**src/rtl/count_reader.sv**
```systemverilog
// Read controller for a bank of per-channel change counters: requests one counter,
// captures its response and presents it on a valid/ready port. Optional scan mode: COUNT_READER_SCAN_EN.
module count_reader #(
    parameter int NUM_CH    = 4,
    parameter int CNT_WIDTH = 8,
    parameter int CH_W      = 2,
    parameter int TIMEOUT   = 15
) (
    input  logic                        clk,
    input  logic                        reset,
    input  logic                        start,
    input  logic [CH_W-1:0]             sel,
`ifdef COUNT_READER_SCAN_EN
    input  logic                        scan,
    output logic                        scan_done,
`endif
    output logic                        busy,
    output logic                        req,
    output logic [NUM_CH-1:0]           idx,
    input  logic [NUM_CH-1:0]           valid_cont,
    input  logic [NUM_CH*CNT_WIDTH-1:0] data_cont,
    output logic                        out_valid,
    output logic [CNT_WIDTH-1:0]        out_data,
    output logic [CH_W-1:0]             out_ch,
    input  logic                        out_ready,
    output logic                        err_timeout,
    output logic                        err_sel
);

    typedef enum logic [1:0] {IDLE, REQ, WAIT, HOLD} state_t;

    state_t                 state_reg, state_next;
    logic [CH_W-1:0]        ch_reg, ch_next;
    logic [7:0]             tmo_reg, tmo_next;
    logic                   busy_reg, busy_next;
    logic                   req_reg, req_next;
    logic [NUM_CH-1:0]      idx_reg, idx_next;
    logic                   out_valid_reg, out_valid_next;
    logic [CNT_WIDTH-1:0]   out_data_reg, out_data_next;
    logic [CH_W-1:0]        out_ch_reg, out_ch_next;
    logic                   err_timeout_reg, err_timeout_next;
    logic                   err_sel_reg, err_sel_next;
`ifdef COUNT_READER_SCAN_EN
    logic                   scan_active_reg, scan_active_next;
    logic                   scan_done_reg, scan_done_next;
`endif

    logic [31:0]            sel_ext;
    logic                   sel_ok;
    logic                   read_done;

    // Mux the selected channel's valid/data through an OR chain of one-hot hits.
    logic [NUM_CH:0]        valid_chain;
    logic [CNT_WIDTH-1:0]   data_chain [NUM_CH+1];

    assign valid_chain[0] = 1'b0;
    assign data_chain[0]  = '0;

    generate
        for (genvar gi = 0; gi < NUM_CH; gi++) begin : g_mux
            logic hit;
            assign hit              = (ch_reg == CH_W'(gi));
            assign valid_chain[gi+1] = valid_chain[gi] | (hit & valid_cont[gi]);
            assign data_chain[gi+1]  = data_chain[gi] |
                                       (hit ? data_cont[gi*CNT_WIDTH +: CNT_WIDTH] : '0);
        end
    endgenerate

    assign sel_ext = 32'(sel);
    assign sel_ok  = (sel_ext < 32'(NUM_CH));

    always_comb begin
        state_next       = state_reg;
        ch_next          = ch_reg;
        tmo_next         = tmo_reg;
        req_next         = req_reg;
        idx_next         = idx_reg;
        out_valid_next   = out_valid_reg;
        out_data_next    = out_data_reg;
        out_ch_next      = out_ch_reg;
        err_timeout_next = 1'b0;
        err_sel_next     = 1'b0;
        read_done        = 1'b0;
`ifdef COUNT_READER_SCAN_EN
        scan_active_next = scan_active_reg;
        scan_done_next   = 1'b0;
`endif

        case (state_reg)
            IDLE: begin
`ifdef COUNT_READER_SCAN_EN
                if (scan) begin
                    ch_next          = '0;
                    scan_active_next = 1'b1;
                    req_next         = 1'b1;
                    idx_next         = NUM_CH'(1);
                    state_next       = REQ;
                end else
`endif
                if (start) begin
                    if (sel_ok) begin
                        ch_next    = sel;
                        req_next   = 1'b1;
                        idx_next   = NUM_CH'(1) << sel;
                        state_next = REQ;
                    end else begin
                        err_sel_next = 1'b1;
                    end
                end
            end
            REQ: begin
                // A valid flag seen here may be left over from a previous read.
                req_next   = 1'b0;
                idx_next   = '0;
                tmo_next   = '0;
                state_next = WAIT;
            end
            WAIT: begin
                if (valid_chain[NUM_CH]) begin
                    out_data_next  = data_chain[NUM_CH];
                    out_ch_next    = ch_reg;
                    out_valid_next = 1'b1;
                    state_next     = HOLD;
                end else if (tmo_reg == 8'(TIMEOUT - 1)) begin
                    err_timeout_next = 1'b1;
                    read_done        = 1'b1;
                end else begin
                    tmo_next = tmo_reg + 8'd1;
                end
            end
            HOLD: begin
                if (out_ready) begin
                    out_valid_next = 1'b0;
                    read_done      = 1'b1;
                end
            end
            default: state_next = IDLE;
        endcase

        if (read_done) begin
            state_next = IDLE;
`ifdef COUNT_READER_SCAN_EN
            if (scan_active_reg) begin
                if (ch_reg == CH_W'(NUM_CH - 1)) begin
                    scan_active_next = 1'b0;
                    scan_done_next   = 1'b1;
                end else begin
                    ch_next    = ch_reg + CH_W'(1);
                    req_next   = 1'b1;
                    idx_next   = NUM_CH'(1) << (ch_reg + CH_W'(1));
                    state_next = REQ;
                end
            end
`endif
        end

        busy_next = (state_next != IDLE);
    end

    always_ff @(posedge clk) begin
        if (reset) begin
            state_reg       <= IDLE;
            ch_reg          <= '0;
            tmo_reg         <= '0;
            busy_reg        <= 1'b0;
            req_reg         <= 1'b0;
            idx_reg         <= '0;
            out_valid_reg   <= 1'b0;
            out_data_reg    <= '0;
            out_ch_reg      <= '0;
            err_timeout_reg <= 1'b0;
            err_sel_reg     <= 1'b0;
`ifdef COUNT_READER_SCAN_EN
            scan_active_reg <= 1'b0;
            scan_done_reg   <= 1'b0;
`endif
        end else begin
            state_reg       <= state_next;
            ch_reg          <= ch_next;
            tmo_reg         <= tmo_next;
            busy_reg        <= busy_next;
            req_reg         <= req_next;
            idx_reg         <= idx_next;
            out_valid_reg   <= out_valid_next;
            out_data_reg    <= out_data_next;
            out_ch_reg      <= out_ch_next;
            err_timeout_reg <= err_timeout_next;
            err_sel_reg     <= err_sel_next;
`ifdef COUNT_READER_SCAN_EN
            scan_active_reg <= scan_active_next;
            scan_done_reg   <= scan_done_next;
`endif
        end
    end

    assign busy        = busy_reg;
    assign req         = req_reg;
    assign idx         = idx_reg;
    assign out_valid   = out_valid_reg;
    assign out_data    = out_data_reg;
    assign out_ch      = out_ch_reg;
    assign err_timeout = err_timeout_reg;
    assign err_sel     = err_sel_reg;
`ifdef COUNT_READER_SCAN_EN
    assign scan_done   = scan_done_reg;
`endif

endmodule

```
**config.mk**
```make
export PLATFORM = sky130hd
export DESIGN_NAME = count_reader
export DESIGN_NICKNAME = d
export VERILOG_FILES = /design/src/rtl/count_reader.sv
export SDC_FILE = /design/constraint.sdc
export NUM_CORES = 1
export LEC_CHECK = 0
export CAP_MARGIN = 25
export CORE_MARGIN = 2
export CORE_UTILIZATION = 40
export CTS_BUF_LIST = sky130_fd_sc_hd__clkbuf_16
export CTS_CLUSTER_SIZE = 12
export DETAILED_ROUTE_END_ITERATION = 10
export HOLD_SLACK_MARGIN = 0.1
export PLACE_DENSITY = 0.83
export SKIP_CTS_REPAIR_TIMING = 1
export SLEW_MARGIN = 20
export SYNTH_ARGS = -nofsm -noshare
export SYNTH_HDL_FRONTEND = slang
export SYNTH_SLANG_ARGS = --single-unit
```
**constraint.sdc**
```tcl
create_clock -name clk -period 2.3 [get_ports clk]
set_clock_uncertainty 0.1 [all_clocks]
set_input_delay 0.23 -clock clk [delete_from_list [all_inputs] [get_ports clk]]
set_output_delay 0.23 -clock clk [all_outputs]
set_load 0.05 [all_outputs]
```
After elaboration in Yosys (flattened, before gate mapping). Index checks and enable logic that the tools add are counted.

Bits in registers: 31. Output and inout port bits: 19. Word-level logic and storage cells: 79. Bits of input ports: 42.

Bitwise logic cells: 13. Eq/ne operators: 13. $add $sub $neg: 1. Reductions and logical operators: 13. Shift-type cells: 1. Mux-type cells: 26. $lt $le $gt $ge: 1.

Operators by type and width (number): 8-bit two-way mux (6); 8-bit OR (3); 8-bit one-hot mux with 2 select lines (1); 2-bit inequality test (second input constant) (6); 3-bit AND reduction (4); 8-bit by 1-bit adder with 8-bit output (second input constant) (1); 2-bit equality test (second input constant) (4); 8-bit by 4-bit equality test with 1-bit output (second input constant) (1); 1-bit two-way mux (8); 2-bit two-way mux (4); 4-bit two-way mux (2); 4-bit one-hot mux with 2 select lines (1); 2-bit nonzero test (4); 1-bit one-hot mux with 2 select lines (3); 2-bit one-hot mux with 3 select lines (1); 1-bit AND (4); 2-bit by 1-bit equality test with 1-bit output (second input constant) (2); 2-bit logical NOT (2); 1-bit by 2-bit << shifter with 4-bit output (first input constant) (1); 2-bit by 3-bit < comparator with 1-bit output (second input constant) (1); 1-bit NOT (3); 1-bit OR (3); 3-bit OR reduction (1); 2-bit AND reduction (1); 2-bit OR reduction (1).

Logic depth before layout (Yosys ltp).
Depth after elaboration: 9. Gate-level depth with buffers: 8. Depth with buffers taken out: 6.

Least setup slack after synthesis. OpenSTA, ideal clock, no wires.

Path type: register to register. From: reg state_reg[0]. To: reg tmo_reg[4]. Path buffers: 1. Arrival: 1662 ps. Stages on the path, launching flop included: 8. Path slack: 415 ps. Period minus slack after synthesis: 1885 ps. Setup time: 123 ps. Required time: 2077 ps. Cell sequence: dfxtp_1 -> inv_1 -> ha_1 -> nor4b_2 -> and2_1 -> buf_6 -> nor4_1 -> mux2_1.

Word-level cells in the longest chain between the ends: 3. Elaborated cells on any way between the ends: 7. Those cells by class: eq/ne: 4; mux: 1; reduce/logical: 2.

Ends and longest elaborated chain: from (decl) (line 32) `state_t state_reg, state_next;`; from (signal assigned) (line 178) `state_reg <= state_next;`; 2-bit equality test / 2-bit by 1-bit equality test with 1-bit output (equally long branches) (line 89) `case (state_reg)`; 2-bit inequality test (no line) / 2-bit nonzero test (equally long branches); 3-bit AND reduction (no line); to (signal assigned) (line 180) `tmo_reg <= tmo_next;`; to (decl) (line 34) `logic [7:0] tmo_reg, tmo_next;`.

Several ways; a longest one is shown, not always the timed one. A chain may end at the register's enable or synchronous reset.

Worst setup path after layout.
From: reg state_reg[0]. To: reg tmo_reg[2].

The elaborated chain is that of the path after synthesis.

==> impl_results.md <==
- Run status: completed
- Crit path from: state_reg[0]
- Total of max-cap violations: 0
- M3 GR Usage: 8.17%
- R2r startpoint: state_reg[0]
- Fill count: 326
- Total gr overflow: 0
- Pin count of the biggest net entering global routing: 14
- Power Density: 951 mW/mm2
- Total GRT Usage: 19.4%
- Clock Tree Root: clkbuf_16
- Routed vias/inst: 5.27
- VDD IR-drop max: 0.476 mV
- Period minus WS final: 2090 ps
- # nets final: 278
- WL/cell: 14.3 um
- Crit Path Class: reg2reg
- Routability cong.: 0.908
- Synthesized net count: 215
- Comb pwr share: 39.6%
- R2R setup slack: 210 ps
- Clock power share: 31.9%
- Die ar.: 0.00456 mm2
- Met1 Use GR: 22.7%
- Post-Route WL: 4010 um
- Port bufs: 59
- Required time worst endpoint: 2400 ps
- CTS tree: built
- Core ar.: 0.00394 mm2
- Commonest cells after routing, fill and taps aside: clkdlybuf4s50_1 (59), dfxtp_1 (30), nor2_1 (22)
- Hpwl dp: 3100 um
- Commonest non-fill, non-tap cell in the layout: clkdlybuf4s50_1
- DRC: 0
- Total clock sinks: 30
- Seq/Total Area, Yosys: 37.2%
- Final Hold Fails: 0
- CTS clk-pin slew, worst paths: 50 ps
- HP Class: reg2reg
- FF+latch count, synth: 30
- Pleak: 0.865 nW
- Initial DRC Count: 72
- Reg-to-Reg End: tmo_reg[2]
- CTS Buffer Depth: 2
- Critical path endpoint: tmo_reg[2]
- DR vias: 1,481
- CP max FO: 13
- Share of cells above drive strength 1: 11.7%
- DR pass1 iterations: 4
- Setup-failing EPs final: 0
- Non-Filler Instances: 281
- # IOs: 61
- CTS buffer count: 5
- GRT Max-Usage Layer: met2
- Synthesized area: 0.00162 mm2
- Worst setup SP type: register
- Placed cells: 273
- Row count: 23
- Setup TNS Final: 0 ps
- Fin crit share: 90.9%
- First-pass GRT wire length: 6530 um
- Area growth syn-to-layout: 50.0%
- Pint: 1.49 mW
- Synth unique cells: 35
- Initial antenna violation count: 0
- Critical Path AT: 2200 ps
- Achievable frequency: 478 MHz
- CP Capture Type: register
- Slew headroom: 64.7%
- Initial Util: 41.0%
- Unrepaired setup endpoints after global routing: no
- Syn_area_per_cell: 9.67 um2
- DIE WIDTH: 67.5 um
- Antenna-violating nets left: 0
- DIE HEIGHT: 67.5 um
- Clock Latency Late Sink: 280 ps
- H-tree lvl count: 2
- Final Max Tran Viols: 0
- Mapped Cells: 167
- Part of the power in registers: 28.4%
- Synthesis Warnings: 0
- Sw frac: 35.3%
- Vias in the first global route: 1,485
- Met2 Track Usage GR: 32.0%
- R2R depth: 7
- # diodes: 0
- Switch Pwr: 0.814 mW
- Worst Tran Pin Value: 529 ps
## cells in the mapped netlist (all sizes together)
library cell | n | area, um2
buf | 5 | 41.3
a32oi | 1 | 8.76
nand3 | 4 | 20.0
nor3 | 4 | 20.0
clkbuf | 4 | 15.0
a21oi | 16 | 80.1
or3 | 5 | 36.3
and2 | 2 | 12.5
nand2 | 11 | 41.3
dfxtp | 30 | 601
and4b | 1 | 13.8
nor2 | 22 | 82.6
or4 | 4 | 30.0
mux2i | 12 | 120
nand3b | 1 | 7.51
nor4 | 1 | 6.26
o21ai | 7 | 35.0
inv | 6 | 22.5
a211o | 1 | 8.76
ha | 6 | 75.1
a22oi | 2 | 15.0
conb | 1 | 3.75
o2bb2ai | 1 | 15.0
o32ai | 1 | 8.76
nand2b | 2 | 12.5
a2bb2oi | 1 | 8.76
nor4b | 1 | 15.0
mux2 | 2 | 26.3
a21o | 1 | 7.51
mux4 | 9 | 203
o31ai | 3 | 22.5
## cells by family (layout without fill, tap and decap cells)
kind of cell | after synthesis | after routing | share of synthesized area (%)
AOI/OAI and AO/OA | 34 | 34 | 13.0
adders and majority gates | 6 | 6 | 4.65
buffers and inverters | 15 | 79 | 4.88
DFF | 30 | 30 | 37.2
muxes | 23 | 23 | 21.6
other | 1 | 1 | 0.232
and+or+nand+nor | 58 | 58 | 18.4
## power groups by stage
stage | Combinational, mW | Sequential (mW) | Clock [mW]
finish | 0.913 | 0.656 | 0.737
global route | 1.01 | 0.664 | 0.770
CTS | 0.915 | 0.656 | 0.742
detailed placement | 0.908 | 0.665 | 0
global placement | 0.897 | 0.662 | 0
floorplan | 0.507 | 0.797 | 0
## worst max-delay path, stage by stage, from the launching register on
cell       delay, ps
dfxtp_1          360
inv_1            100
ha_1             280
and2_1           210
o2bb2ai_2        140
buf_4            180
or4_1            500
a21oi_1          150
## worst min path at each step
| stage | start | to | slack (ps) | cells after the start |
|---|---|---|---|---|
| 5_1_grt | req | req | 400 | 2 |
| 4_1_cts | req | req | 370 | 2 |
| 3_5_place_dp | req | req | 360 | 2 |
| 6_report | req | req | 370 | 2 |
| 3_3_place_gp | req | req | 360 | 2 |
| 2_1_floorplan | reset | tmo_reg[0] | 250 | 1 |
## metrics by stage
| step | hold slack (ps) | power, mW | setup WS (ps) | utilization (%) | instance area, um2 |
|---|---|---|---|---|---|
| final | 366 | 2.31 | 209 | 61.5 | 2420 |
| after global routing | 400 | 2.45 | 60.5 | 61.5 | 2420 |
| after CTS | 367 | 2.31 | 210 | 61.5 | 2420 |
| after detailed placement | 356 | 1.57 | 215 | 57.3 | 2260 |
| after global placement | 356 | 1.56 | 265 | 57.3 | 2260 |
| after floorplan | 247 | 1.30 | 415 | - | 1620 |
## layout make-up
type	instances	area, um2	share of cell area [%]
clock buffer	5	125	5.16
inverter	6	22.5	0.929
timing repair buffer	65	636	26.2
multi-input combinational	122	936	38.6
tap	50	62.6	2.58
sequential	30	601	24.8
clock inverter	3	41.3	1.70
## layer usage
| metal | wire length (um) | vias up |
|---|---|---|
| met2 | 2080 | 39 |
| met4 | 84 | 0 |
| met1 | 1610 | 703 |
| met3 | 237 | 7 |
| met5 | 0 | - |
| li1 | - | 732 |
Power figures use the tool's default switching activity.
